$ cat src/rtl/hello_pkg.sv
// hello_pkg: shared definitions for the HELLO scroller.
//   - 3-bit character codes understood by the downstream per-digit decoders
//   - scroll FSM state type
//   - msg_init(): builds the reset message "HELLO" + blanks, left-justified
//     so that the H sits on the leftmost digit (NUM_DIGITS-1).
package hello_pkg;

  localparam logic [2:0] CH_H     = 3'b000;
  localparam logic [2:0] CH_E     = 3'b001;
  localparam logic [2:0] CH_L     = 3'b010;
  localparam logic [2:0] CH_O     = 3'b011;
  localparam logic [2:0] CH_BLANK = 3'b111;

  // Upper bound on display width accepted by msg_init; the caller slices
  // the low 3*NUM_DIGITS bits out of the returned vector.
  localparam int MAX_DIGITS = 32;
  localparam int MSG_LEN    = 5;

  typedef enum logic {
    PAUSED  = 1'b0,
    RUNNING = 1'b1
  } state_t;

  // Returns the reset pattern: digit num_digits-1 down to num_digits-5 hold
  // H,E,L,L,O; every other slot is blank.
  function automatic logic [3*MAX_DIGITS-1:0] msg_init(input int num_digits);
    logic [3*MAX_DIGITS-1:0] m;
    logic [2:0]              ch;
    for (int i = 0; i < MAX_DIGITS; i++) begin
      m[3*i +: 3] = CH_BLANK;
    end
    for (int k = 0; k < MSG_LEN; k++) begin
      case (k)
        0:       ch = CH_H;
        1:       ch = CH_E;
        2, 3:    ch = CH_L;
        default: ch = CH_O;
      endcase
      m[3*(num_digits-1-k) +: 3] = ch;
    end
    return m;
  endfunction

endpackage

$ cat src/rtl/hello_scroller_if.sv
// hello_scroller_if: control inputs and display outputs of the scroller.
//   run, dir, step : asynchronous control levels from switches/buttons
//   char_codes     : 3 bits per digit, digit i at [3*i +: 3]
//   rot_pos        : net rotation offset modulo NUM_DIGITS
//   tick           : one-cycle pulse in the cycle a shift becomes visible
// master = driver of the controls (board/bench), slave = the scroller.
interface hello_scroller_if #(
  parameter int NUM_DIGITS = 8
);
  localparam int ROT_W = $clog2(NUM_DIGITS);

  logic                    run;
  logic                    dir;
  logic                    step;
  logic [3*NUM_DIGITS-1:0] char_codes;
  logic [ROT_W-1:0]        rot_pos;
  logic                    tick;

  modport master (
    output run, dir, step,
    input  char_codes, rot_pos, tick
  );

  modport slave (
    input  run, dir, step,
    output char_codes, rot_pos, tick
  );

endinterface

$ cat src/rtl/tick_gen.sv
// tick_gen: prescaler for the auto-scroll rate.
//   clk   : clock
//   clr   : synchronous clear of the count (has priority over en)
//   en    : advance the count this cycle
//   pulse : high in the cycle where an enabled count sits at DIV-1; the
//           count wraps to 0 on that same edge
module tick_gen #(
  parameter int DIV = 2
) (
  input  logic clk,
  input  logic clr,
  input  logic en,
  output logic pulse
);

  localparam int CW = (DIV > 1) ? $clog2(DIV) : 1;
  localparam logic [CW-1:0] LAST = CW'(DIV - 1);

  logic [CW-1:0] count_reg;

  always_ff @(posedge clk) begin
    if (clr) begin
      count_reg <= '0;
    end else if (en) begin
      count_reg <= (count_reg == LAST) ? '0 : count_reg + 1'b1;
    end
  end

  assign pulse = en && (count_reg == LAST);

endmodule

$ cat src/rtl/hello_scroller.sv
// hello_scroller: rotates "HELLO" + blanks across NUM_DIGITS display slots.
//   CLOCK_50 : system clock, rising edge
//   RESET    : synchronous active-high reset, highest priority
//   bus      : hello_scroller_if.slave (run/dir/step in; char_codes,
//              rot_pos, tick out -- all outputs registered)
// run/dir/step are resynchronised with two flops each. A rising step edge
// is registered before use, so a step reaches the display four clocks after
// the pin moves. While paused, a step edge shifts once; while running, the
// tick_gen prescaler shifts once every DIV = CLK_HZ/TICK_HZ clocks.
// DIV must be >= 2 and NUM_DIGITS >= 5.
module hello_scroller
  import hello_pkg::*;
#(
  parameter int CLK_HZ     = 50_000_000,
  parameter int TICK_HZ    = 1,
  parameter int NUM_DIGITS = 8
) (
  input  logic              CLOCK_50,
  input  logic              RESET,
  hello_scroller_if.slave   bus
);

  localparam int DIV   = CLK_HZ / TICK_HZ;
  localparam int ROT_W = $clog2(NUM_DIGITS);
  localparam int CW    = 3 * NUM_DIGITS;

  localparam logic [3*MAX_DIGITS-1:0] INIT_FULL  = msg_init(NUM_DIGITS);
  localparam logic [CW-1:0]           INIT_CODES = INIT_FULL[CW-1:0];
  localparam logic [ROT_W-1:0]        ROT_LAST   = ROT_W'(NUM_DIGITS - 1);

  // ---------------------------------------------------------------------
  // Input synchronisers: bit 0 = run, bit 1 = dir, bit 2 = step
  // ---------------------------------------------------------------------
  logic [2:0] async_in;
  logic [2:0] sync_out;

  assign async_in = {bus.step, bus.dir, bus.run};

  genvar gi;
  generate
    for (gi = 0; gi < 3; gi++) begin : g_sync
      logic meta_reg;
      logic sync_reg;

      always_ff @(posedge CLOCK_50) begin
        if (RESET) begin
          meta_reg <= 1'b0;
          sync_reg <= 1'b0;
        end else begin
          meta_reg <= async_in[gi];
          sync_reg <= meta_reg;
        end
      end

      assign sync_out[gi] = sync_reg;
    end
  endgenerate

  logic run_sync;
  logic dir_sync;
  logic step_sync;

  assign run_sync  = sync_out[0];
  assign dir_sync  = sync_out[1];
  assign step_sync = sync_out[2];

  // ---------------------------------------------------------------------
  // Step edge detect (registered, one pulse per rising edge of step)
  // ---------------------------------------------------------------------
  logic step_dly_reg;
  logic step_edge_reg;

  // ---------------------------------------------------------------------
  // FSM
  // ---------------------------------------------------------------------
  state_t state_reg;
  state_t state_next;
  logic   step_shift;
  logic   running_stay;

  always_comb begin
    state_next = state_reg;
    step_shift = 1'b0;
    case (state_reg)
      PAUSED: begin
        // run wins over a coincident step edge: we start running and the
        // step is dropped.
        if (run_sync) begin
          state_next = RUNNING;
        end else if (step_edge_reg) begin
          step_shift = 1'b1;
        end
      end
      RUNNING: begin
        if (!run_sync) begin
          state_next = PAUSED;
        end
      end
      default: begin
        state_next = PAUSED;
      end
    endcase
  end

  // Prescaler only advances while we are in RUNNING and staying there; on
  // the exit cycle and throughout PAUSED it is held clear, so every entry
  // into RUNNING waits a full DIV period before the first shift.
  assign running_stay = (state_reg == RUNNING) && run_sync;

  logic presc_pulse;

  tick_gen #(
    .DIV (DIV)
  ) u_tick_gen (
    .clk   (CLOCK_50),
    .clr   (RESET | ~running_stay),
    .en    (running_stay),
    .pulse (presc_pulse)
  );

  logic shift;
  assign shift = step_shift | presc_pulse;

  // ---------------------------------------------------------------------
  // Rotation datapath
  // ---------------------------------------------------------------------
  logic [CW-1:0]    codes_reg;
  logic [CW-1:0]    shifted;
  logic [ROT_W-1:0] rot_reg;
  logic [ROT_W-1:0] rot_next;
  logic             tick_reg;

  // Left (dir=0): each digit takes its right-hand neighbour, digit 0 takes
  // the leftmost. Right (dir=1): the mirror image.
  generate
    for (gi = 0; gi < NUM_DIGITS; gi++) begin : g_digit
      localparam int LEFT_SRC  = (gi == 0) ? NUM_DIGITS - 1 : gi - 1;
      localparam int RIGHT_SRC = (gi == NUM_DIGITS - 1) ? 0 : gi + 1;

      assign shifted[3*gi +: 3] = dir_sync ? codes_reg[3*RIGHT_SRC +: 3]
                                           : codes_reg[3*LEFT_SRC +: 3];
    end
  endgenerate

  // Explicit wrap so NUM_DIGITS need not be a power of two.
  assign rot_next = dir_sync
                  ? ((rot_reg == '0)       ? ROT_LAST : rot_reg - 1'b1)
                  : ((rot_reg == ROT_LAST) ? '0       : rot_reg + 1'b1);

  always_ff @(posedge CLOCK_50) begin
    if (RESET) begin
      state_reg     <= PAUSED;
      step_dly_reg  <= 1'b0;
      step_edge_reg <= 1'b0;
      codes_reg     <= INIT_CODES;
      rot_reg       <= '0;
      tick_reg      <= 1'b0;
    end else begin
      state_reg     <= state_next;
      step_dly_reg  <= step_sync;
      step_edge_reg <= step_sync & ~step_dly_reg;
      tick_reg      <= shift;
      if (shift) begin
        codes_reg <= shifted;
        rot_reg   <= rot_next;
      end
    end
  end

  assign bus.char_codes = codes_reg;
  assign bus.rot_pos    = rot_reg;
  assign bus.tick       = tick_reg;

endmodule

$ cat src/flat_wrapper.sv
// flat-port wrapper written by rule: the top's interface ports become plain ports
module hello_scroller_flat import hello_pkg::*;
#(
  parameter int CLK_HZ     = 50_000_000,
  parameter int TICK_HZ    = 1,
  parameter int NUM_DIGITS = 8
)
  (CLOCK_50, RESET, bus_run, bus_dir, bus_step, bus_char_codes, bus_rot_pos, bus_tick);
  hello_scroller_if #(.NUM_DIGITS(NUM_DIGITS)) bus_i ();
  input  logic CLOCK_50;
  input  logic RESET;
  input wire logic [$bits(bus_i.run)-1:0] bus_run;
  input wire logic [$bits(bus_i.dir)-1:0] bus_dir;
  input wire logic [$bits(bus_i.step)-1:0] bus_step;
  output wire logic [$bits(bus_i.char_codes)-1:0] bus_char_codes;
  output wire logic [$bits(bus_i.rot_pos)-1:0] bus_rot_pos;
  output wire logic [$bits(bus_i.tick)-1:0] bus_tick;
  assign bus_i.run = bus_run;
  assign bus_i.dir = bus_dir;
  assign bus_i.step = bus_step;
  assign bus_char_codes = bus_i.char_codes;
  assign bus_rot_pos = bus_i.rot_pos;
  assign bus_tick = bus_i.tick;
  hello_scroller #(.CLK_HZ(CLK_HZ), .TICK_HZ(TICK_HZ), .NUM_DIGITS(NUM_DIGITS)) u_core (.CLOCK_50(CLOCK_50), .RESET(RESET), .bus(bus_i));
endmodule
$ cat config.mk
export PLATFORM = sky130hd
export DESIGN_NAME = hello_scroller_flat
export DESIGN_NICKNAME = d
export VERILOG_FILES = /design/src/rtl/hello_pkg.sv /design/src/rtl/hello_scroller_if.sv /design/src/rtl/tick_gen.sv /design/src/rtl/hello_scroller.sv /design/src/flat_wrapper.sv
export SDC_FILE = /design/constraint.sdc
export NUM_CORES = 1
export LEC_CHECK = 0
export ABC_AREA = 1
export CORE_ASPECT_RATIO = 0.7
export CORE_UTILIZATION = 45
export CTS_BUF_LIST = sky130_fd_sc_hd__clkbuf_16
export DETAILED_ROUTE_END_ITERATION = 8
export PLACE_DENSITY = 0.66
export SLEW_MARGIN = 20
export SYNTH_ARGS = -nofsm -noshare
export SYNTH_HDL_FRONTEND = slang
export SYNTH_SLANG_ARGS = --single-unit
$ cat constraint.sdc
create_clock -name CLOCK_50 -period 3.5 [get_ports CLOCK_50]
set_input_delay 0.525 -clock CLOCK_50 [delete_from_list [all_inputs] [get_ports CLOCK_50]]
set_output_delay 0.525 -clock CLOCK_50 [all_outputs]
set_load 0.01 [all_outputs]
==> flow_summary.json, run 1 <==
{
  "dp_cells": 558,
  "criticalPathCategory": "reg2reg",
  "hold_start": "u_core.step_dly_reg",
  "cts_tree": "built",
  "crit_path_top_delay_cell": "nand2_1",
  "synth.area.top_cells": "dfxtp_1, nand2_1, nor2_1",
  "slew_violations": 0,
  "drcViolationCount": 0,
  "critPathBufInv": 2,
  "route.met2.wl_um": 2680,
  "holdPathEnd": "u_core.step_edge_reg",
  "fillers": 595,
  "p_leak_nw": 1.51,
  "io_pins": 33,
  "start_kind": "flip-flop",
  "wl_per_cell_um": 12.1,
  "dp_slack_ns": 1.29,
  "crit_chain": "ha_1 > inv_1 > nor2_4 > nand2_1 > nor2_2 > nand3_4 > nand2_1 > inv_2 > nand2_1 > nor2_1",
  "clock_skew_ns": 0.00484,
  "fin_crit_sh_pct": 63.0,
  "place.gp.congestion": 0.892,
  "cts_setup_buffers": 0,
  "core_um2": 6400,
  "wl_met3_um": 520,
  "synth_most_common_cell": "nand2_1",
  "rows": 24,
  "hold_violations": 0,
  "synth_cells": 448,
  "drtIter0Drc": 244,
  "die_w_um": 100,
  "grt-ovfl-total": 0,
  "synth_common_cells": "nand2_1, nor2_1, dfxtp_1",
  "max_freq_ghz": 0.454,
  "antenna_found_initial": 0,
  "cts.repair.resized": 0,
  "grt_pass1_wl_um": 11600,
  "final.setup.tns_ns": 0,
  "fin_util_pct": 58.6,
  "yosysWarnings": 0,
  "crit_required_ns": 3.72,
  "setup-violations-final": 0,
  "worstPathArrival_ns": 2.43,
  "synth_top_area_share_pct": 41.3,
  "synth_area_um2": 3050,
  "synth_nets": 459,
  "clock_latency_ns": 0.33,
  "r2r_end": "u_core.u_tick_gen.count_reg[20]",
  "p_total_mw": 1.85,
  "max_stage_delay_ns": 0.48,
  "crit_family": "simple AND/OR/NAND/NOR gates",
  "whs_ns": 0.399,
  "ir_drop_v": 0.000291,
  "antennaDiodeCount": 0,
  "worstMarginPinSlew_ns": 0.871,
  "synthArstFlopShare_pct": 0,
  "clock_sinks": 63,
  "ys_seq_area_share_pct": 41.3,
  "fp.dieH_um": 70.9,
  "place.port_buffers": 32,
  "numCtsBuffers": 9,
  "place_area_um2": 3410,
  "slew_headroom_pct": 41.8,
  "ys_ff_latch": 63,
  "critPathMostFrequentCell": "nand2_1",
  "cts_hold_buf": 0,
  "initial_core_util_pct": 47.7,
  "worst_slack_ns": 1.30,
  "synth_edf_count": 0,
  "root_buffer": "clkbuf_16",
  "clockBufferDepth": 2,
  "grt_pass1_vias": 2437,
  "largest_reg_flops": 26,
  "powerDensity_nw_per_um2": 493,
  "h-tree-depth": 3,
  "rr_worst_depth": 10,
  "final_cells": 574,
  "drive_above_1_share_pct": 5.18,
  "hold_depth": 1,
  "syn_area_per_cell_um2": 6.81,
  "top_layer_used": "met4",
  "fin_area_um2": 3750,
  "num_vias": 2846,
  "r2r-start": "u_core.u_tick_gen.count_reg[0]",
  "grt_max_degree": 33,
  "synth-main-ff-cell": "dfxtp_1",
  "yosysUniqueCellTypes": 31,
  "wl_met1_um": 3640,
  "grt_use_total_pct": 21.0,
  "die_area_um2": 7120,
  "drt_pass1_iterations": 5,
  "post-dp-hpwl_um": 4700,
  "reg2reg_slack_ns": 1.30,
  "finalCriticalPeriod_ns": 2.20,
  "worstHoldPathType": "reg2reg",
  "drt_wl_total_um": 6930,
  "synth_top_cell_by_area": "dfxtp_1",
  "end_kind": "flip-flop",
  "via_per_inst": 4.96,
  "ant_nets": 0,
  "area_growth_pct": 22.7,
  "nNetsFinal": 489,
  "status": "completed",
  "rsz0062_at_grt": "false",
  "clkTransAtPathRegs_ns": 0.05,
  "critical_path.max_fanout": 25,
  "drv_cap": 0
}
[how the worst max path moves through the flow]
stage,from,endpoint,slack [ns],depth (start not counted)
floorplan,u_core.u_tick_gen.count_reg[0],u_core.bus.rot_pos[2],2.06,11
global route,u_core.u_tick_gen.count_reg[0],u_core.u_tick_gen.count_reg[20],1.12,10
global placement,RESET,u_core.u_tick_gen.count_reg[21],1.35,6
CTS,u_core.u_tick_gen.count_reg[0],u_core.u_tick_gen.count_reg[20],1.31,10
detailed placement,RESET,u_core.u_tick_gen.count_reg[20],1.29,6
finish,u_core.u_tick_gen.count_reg[0],u_core.u_tick_gen.count_reg[20],1.30,10
[power by group]
| group | internal (mW) | total (mW) | switching, mW |
|---|---|---|---|
| Combinational | 0.0445 | 0.0938 | 0.0493 |
| Sequential | 0.733 | 0.745 | 0.0127 |
| Clock | 0.690 | 1.01 | 0.320 |
[layout make-up]
cell class / count / area (um2) / share of cell area (%)
multi-input combinational: 326 / 1540 / 41.0
sequential: 63 / 1260 / 33.7
timing repair buffer: 34 / 335 / 8.95
clock buffer: 9 / 225 / 6.01
inverter: 44 / 165 / 4.41
tap: 91 / 114 / 3.04
clock inverter: 7 / 111 / 2.97
[metal layers]
| metal | vias to the layer above | global-route usage (%) |
|---|---|---|
| li1 | 1474 | - |
| met1 | 1265 | 32.6 |
| met2 | 95 | 26.9 |
| met3 | 12 | 5.93 |
| met4 | 0 | 7.25 |
| met5 | - | 0 |
[worst register-to-register path: cells and delay by family, from the launching register on]
family	cells	cell delay (ns)
fa+ha+maj	1	0.16
flops	1	0.38
buf+inv	2	0.27
simple gates	7	1.29
[cell families after synthesis]
group           after synthesis  synth area share [%]
mux                           7                  2.30
flops                        63                  41.3
fa+ha+maj                     6                  2.46
buf+inv                      59                  8.40
xor+xnor                      7                  2.01
simple gates                280                  39.0
compound gates               26                  4.51
[layout by cell type, fill, tap and decap left out]
cell	n
inv_1	40
bufinv_16	3
a31oi_1	1
dfxtp_1	63
nand4_1	4
clkinv_1	5
mux2i_1	7
nand3_4	1
a21o_1	1
o21ai_0	10
nor2_2	4
clkinv_2	1
nor3_1	13
xor2_1	4
xnor2_1	3
nand3_1	47
inv_2	1
nor3b_1	3
nand2_2	1
ha_1	6
o22ai_1	1
a22oi_1	1
nor2_1	83
clkinv_4	1
clkdlybuf4s50_1	32
clkbuf_16	9
a21oi_1	12
and3_1	1
nand2_1	121
buf_4	2
nor2_4	1
nand2_4	1
Note: power is estimated with default switching activity, not from simulation.
==> inputs of run 2 (changes only) <==
==> constraint.sdc (replaced) <==
create_clock -name CLOCK_50 -period 2.3 [get_ports CLOCK_50]
set_input_delay 0.345 -clock CLOCK_50 [delete_from_list [all_inputs] [get_ports CLOCK_50]]
set_output_delay 0.345 -clock CLOCK_50 [all_outputs]
set_load 0.01 [all_outputs]
==> run 2 against run 1 <==
- routed wire length decreased by 4.1%
- sequential power up 52%
- worst hold slack got worse by 0.00098 ns
- critical endpoint is now u_core.u_tick_gen.count_reg[23]
==> flow_summary.json, run 2 (synthesis gave the netlist of run 1 again) <==
{
  "criticalPathCategory": "reg2reg",
  "nNetsFinal": 493,
  "finalCriticalPeriod_ns": 1.82,
  "internal_power_mw": 2.01,
  "ant_nets": 0,
  "grt_max_degree": 33,
  "fillers": 621,
  "dp_cells": 562,
  "final_common_cell": "nand2_1",
  "cts.repair.resized": 0,
  "io_pins": 33,
  "max_freq_ghz": 0.549,
  "die_area_um2": 7120,
  "clock_sinks": 63,
  "cts_tree": "built",
  "largest_reg_flops": 26,
  "p_clk_share_pct": 50.6,
  "swShare_pct": 22.2,
  "fin_area_um2": 3730,
  "core_um2": 6400,
  "antenna_found_initial": 0,
  "final_cells": 578,
  "initial_core_util_pct": 47.7,
  "worstHoldPathType": "reg2reg",
  "clock_latency_ns": 0.32,
  "crit_required_ns": 2.51,
  "numCtsBuffers": 9,
  "drv_cap": 0,
  "clock_skew_ns": 0.00775,
  "place.gp.congestion": 0.860,
  "hold_violations": 0,
  "setup-violations-final": 0,
  "p_switching_mw": 0.575,
  "h-tree-depth": 3,
  "powerDensity_nw_per_um2": 693,
  "combPwrFrac_pct": 5.6,
  "seq_power_share_pct": 43.8,
  "dp_slack_ns": 0.482,
  "cts_hold_buf": 0,
  "end_kind": "flip-flop",
  "slew_violations": 0,
  "root_buffer": "clkbuf_16",
  "place.port_buffers": 32,
  "worstPathArrival_ns": 2.03,
  "p_leak_nw": 1.50,
  "fin_crit_sh_pct": 79.2,
  "grt_pass1_wl_um": 11700,
  "drtIter0Drc": 181,
  "fp.dieH_um": 70.9,
  "area_growth_pct": 22.2,
  "drcViolationCount": 0,
  "worstMarginPinSlew_ns": 0.536,
  "slew_headroom_pct": 64.0,
  "drt_wl_total_um": 6650,
  "worst_slack_ns": 0.478,
  "status": "completed",
  "antennaDiodeCount": 0,
  "clkTransAtPathRegs_ns": 0.05,
  "die_w_um": 100,
  "layout_common_cells": "nand2_1, nor2_1, dfxtp_1",
  "clockBufferDepth": 2,
  "post-dp-hpwl_um": 4630,
  "start_kind": "flip-flop",
  "grt-ovfl-total": 0,
  "cts_setup_buffers": 0,
  "grt_pass1_vias": 2592,
  "place_area_um2": 3440,
  "rsz0062_at_grt": "false",
  "ir_drop_v": 0.000430,
  "wl_per_cell_um": 11.5,
  "critical_path.max_fanout": 10,
  "final.setup.tns_ns": 0,
  "rows": 24,
  "via_per_inst": 4.91,
  "drt_pass1_iterations": 4,
  "num_vias": 2836,
  "grt_use_total_pct": 20.9,
  "p_total_mw": 2.59,
  "drive_above_1_share_pct": 5.95
}
==> run 2: cell types whose count changed in the layout (fill, tap and decap cells not counted), sizes merged <==
cell      change
inv           +1
clkinvlp      +3
clkinv        -2
bufinv        -2
buf           +4
==> run 2: layout make-up <==
class	instances	area, um2	share of cell area, %
sequential	63	1260	33.8
inverter	44	165	4.43
clock buffer	9	225	6.04
timing repair buffer	38	365	9.79
tap	91	114	3.05
multi-input combinational	326	1540	41.1
clock inverter	7	65.1	1.74
==> run 2: worst max-delay path: stages (launching register included) <==
cell,delay [ns]
dfxtp_1,0.38
ha_1,0.16
inv_1,0.06
nor2_4,0.14
nand2_1,0.08
nor2_2,0.13
nand3_4,0.13
nand2_1,0.31
inv_2,0.18
nand2_1,0.10
nor2_1,0.04
==> run 2: final timing paths <==
path	depth (start not counted)	startpoint	endpoint	slack (ns)
hold / removal	1	u_core.step_dly_reg	u_core.step_edge_reg	0.40
setup reg to reg	10	u_core.u_tick_gen.count_reg[0]	u_core.u_tick_gen.count_reg[23]	0.48
hold reg to reg	1	u_core.step_dly_reg	u_core.step_edge_reg	0.40
setup / recovery	10	u_core.u_tick_gen.count_reg[0]	u_core.u_tick_gen.count_reg[23]	0.48
==> run 2: power by group through the flow <==
stage	sequential (mW)	combinational, mW	clock [mW]
floorplan	1.16	0.0853	0
global placement	1.16	0.143	0
detailed placement	1.16	0.145	0
CTS	1.13	0.146	1.33
global route	1.14	0.165	1.39
finish	1.13	0.144	1.31
==> run 2: layer usage <==
layer	vias up	GRT usage, %	wire length (um)
li1	1480	-	-
met1	1265	30.8	3530
met2	84	29.2	2610
met3	7	5.63	437
met4	0	6.76	67
met5	-	0	0
==> run 2: per-stage QoR <==
stage	util, %	hold WS, ns
2_1_floorplan	-	0.373
3_3_place_gp	53.8	0.379
3_5_place_dp	53.8	0.379
4_1_cts	58.3	0.393
5_1_grt	58.3	0.402
6_report	58.3	0.398
==> inputs of run 3 (changes only) <==
--- a/config.mk
+++ b/config.mk
@@ -10,7 +10,7 @@
 export CORE_UTILIZATION = 45
 export CTS_BUF_LIST = sky130_fd_sc_hd__clkbuf_16
 export DETAILED_ROUTE_END_ITERATION = 8
-export PLACE_DENSITY = 0.66
+export PLACE_DENSITY = 0.68
 export SLEW_MARGIN = 20
 export SYNTH_ARGS = -nofsm -noshare
 export SYNTH_HDL_FRONTEND = slang
==> constraint.sdc (replaced) <==
create_clock -name CLOCK_50 -period 1.5 [get_ports CLOCK_50]
set_input_delay 0.225 -clock CLOCK_50 [delete_from_list [all_inputs] [get_ports CLOCK_50]]
set_output_delay 0.225 -clock CLOCK_50 [all_outputs]
set_load 0.01 [all_outputs]
==> run 3 against run 2 <==
- first-iteration DRC count rose by 8.8%
- routed wire length increased by 14%
- die area is the same
- critical path type unchanged
- largest power group unchanged
- non-clock buffer count grew 26
- highest routed layer unchanged
==> flow_summary.json, run 3 (synthesis gave the netlist of run 1 again) <==
{
  "worstMarginPinSlew_ns": 0.312,
  "slew_headroom_pct": 79.0,
  "antennaDiodeCount": 0,
  "drive_above_1_share_pct": 19.1,
  "worst_slack_ns": 0.000892,
  "setup-violations-final": 0,
  "grt_pass1_wl_um": 12100,
  "end_kind": "flip-flop",
  "nNetsFinal": 519,
  "largest_reg_flops": 26,
  "cts_hold_buf": 0,
  "hold_violations": 0,
  "die_w_um": 100,
  "fp.dieH_um": 70.9,
  "final_common_cell": "nand2_1",
  "drt_wl_total_um": 7550,
  "crit_chain": "ha_4 > inv_2 > nor2_4 > nand2_1 > nor2_2 > nand3_4 > nand2_8 > clkbuf_16 > nand2_2 > nand2_1 > nor2_1",
  "core_um2": 6400,
  "drv_cap": 0,
  "crit_family": "simple AND/OR/NAND/NOR gates",
  "layout_common_cells": "nand2_1, nor2_1, dfxtp_1",
  "rsz0062_at_grt": "true",
  "final_cells": 604,
  "holdPathEnd": "u_core.step_edge_reg",
  "root_buffer": "clkbuf_16",
  "p_total_mw": 3.87,
  "status": "completed",
  "critical_path.max_fanout": 6,
  "clock_sinks": 63,
  "fillers": 579,
  "wl_met3_um": 439,
  "dp_slack_ns": -0.0545,
  "final.setup.tns_ns": 0,
  "rr_worst_depth": 11,
  "worstPathArrival_ns": 1.73,
  "grt_use_total_pct": 21.9,
  "route.met2.wl_um": 3180,
  "seq_area_um2": 1280,
  "rows": 24,
  "io_pins": 33,
  "grt-ovfl-total": 0,
  "antenna_found_initial": 0,
  "area_growth_pct": 35.0,
  "multi_input_area_um2": 1630,
  "critPathBufInv": 2,
  "slew_violations": 0,
  "ant_nets": 0,
  "critPathMostFrequentCell": "nand2_1",
  "place.port_buffers": 32,
  "clock_skew_ns": 0.00604,
  "wl_per_cell_um": 12.5,
  "post-dp-hpwl_um": 4880,
  "crit_required_ns": 1.73,
  "p_leak_nw": 1.80,
  "finalCriticalPeriod_ns": 1.50,
  "top_layer_used": "met4",
  "num_vias": 2985,
  "fin_crit_sh_pct": 99.9,
  "max_stage_delay_ns": 0.36,
  "grt_pass1_vias": 2580,
  "clockBufferDepth": 2,
  "hold_depth": 1,
  "powerDensity_nw_per_um2": 938,
  "whs_ns": 0.391,
  "drtIter0Drc": 197,
  "max_freq_ghz": 0.667,
  "grt_max_degree": 28,
  "start_kind": "flip-flop",
  "cts_tree": "built",
  "numCtsBuffers": 9,
  "initial_core_util_pct": 47.7,
  "hold_start": "u_core.step_dly_reg",
  "clkTransAtPathRegs_ns": 0.06,
  "clock_latency_ns": 0.33,
  "criticalPathCategory": "reg2reg",
  "crit_path_top_delay_cell": "dfxtp_2",
  "drt_pass1_iterations": 5,
  "dp_cells": 580,
  "h-tree-depth": 3,
  "die_area_um2": 7120,
  "place.gp.congestion": 0.851,
  "r2r_end": "u_core.bus.char_codes[20]",
  "path_depth": 11,
  "via_per_inst": 4.94,
  "wl_met1_um": 3870,
  "ir_drop_v": 0.000631,
  "r2r-start": "u_core.u_tick_gen.count_reg[1]",
  "worstHoldPathType": "reg2reg",
  "reg2reg_slack_ns": 0.0009,
  "drcViolationCount": 0
}
run 3: metal layers:
metal	vias to the layer above	global-route usage [%]
met4	0	6.28
li1	1533	-
met2	88	29.6
met3	8	7.51
met1	1356	32.4
met5	-	0
run 3: report_power, final:
| part | switching (mW) | total, mW | internal, mW |
|---|---|---|---|
| registers | 0.0285 | 1.74 | 1.71 |
| clock network | 0.777 | 1.89 | 1.11 |
| logic | 0.125 | 0.239 | 0.115 |
| total | 0.930 | 3.87 | 2.94 |
run 3: cell type report:
| type | instances | area share [%] |
|---|---|---|
| Multi-Input combinational cell | 326 | 39.5 |
| Clock inverter | 7 | 1.18 |
| Inverter | 44 | 4.10 |
| Timing Repair Buffer | 64 | 15.9 |
| Clock buffer | 9 | 5.46 |
| Tap cell | 91 | 2.76 |
| Sequential cell | 63 | 31.1 |
run 3: how the worst max path moves through the flow:
stage / start / slack, ns / to
after floorplan: u_core.u_tick_gen.count_reg[0] / 0.06 / u_core.bus.rot_pos[2]
after global placement: u_core.u_tick_gen.count_reg[0] / -0.006 / u_core.bus.rot_pos[2]
after detailed placement: u_core.u_tick_gen.count_reg[0] / -0.05 / u_core.bus.char_codes[23]
after CTS: u_core.bus.char_codes[8] / 0.0002 / bus_char_codes[8]
after global routing: u_core.u_tick_gen.count_reg[1] / -0.09 / u_core.bus.rot_pos[1]
final: u_core.u_tick_gen.count_reg[1] / 0.0009 / u_core.bus.char_codes[20]
run 3: what timing repair did:
item / CTS / global route
buffers inserted: 2 / 4
pin swaps: 4 / 6
gates cloned: 1 / 1
setup endpoints to repair: 56 / 64
resized for setup: 19 / 55
run 3: metrics by stage:
| step | utilization, % | instance area [um2] |
|---|---|---|
| 3_5_place_dp | 56.3 | 3600 |
| 4_1_cts | 61.2 | 3920 |
| 2_1_floorplan | - | 3050 |
| 5_1_grt | 64.4 | 4120 |
| 3_3_place_gp | 56.3 | 3600 |
| 6_report | 64.4 | 4120 |
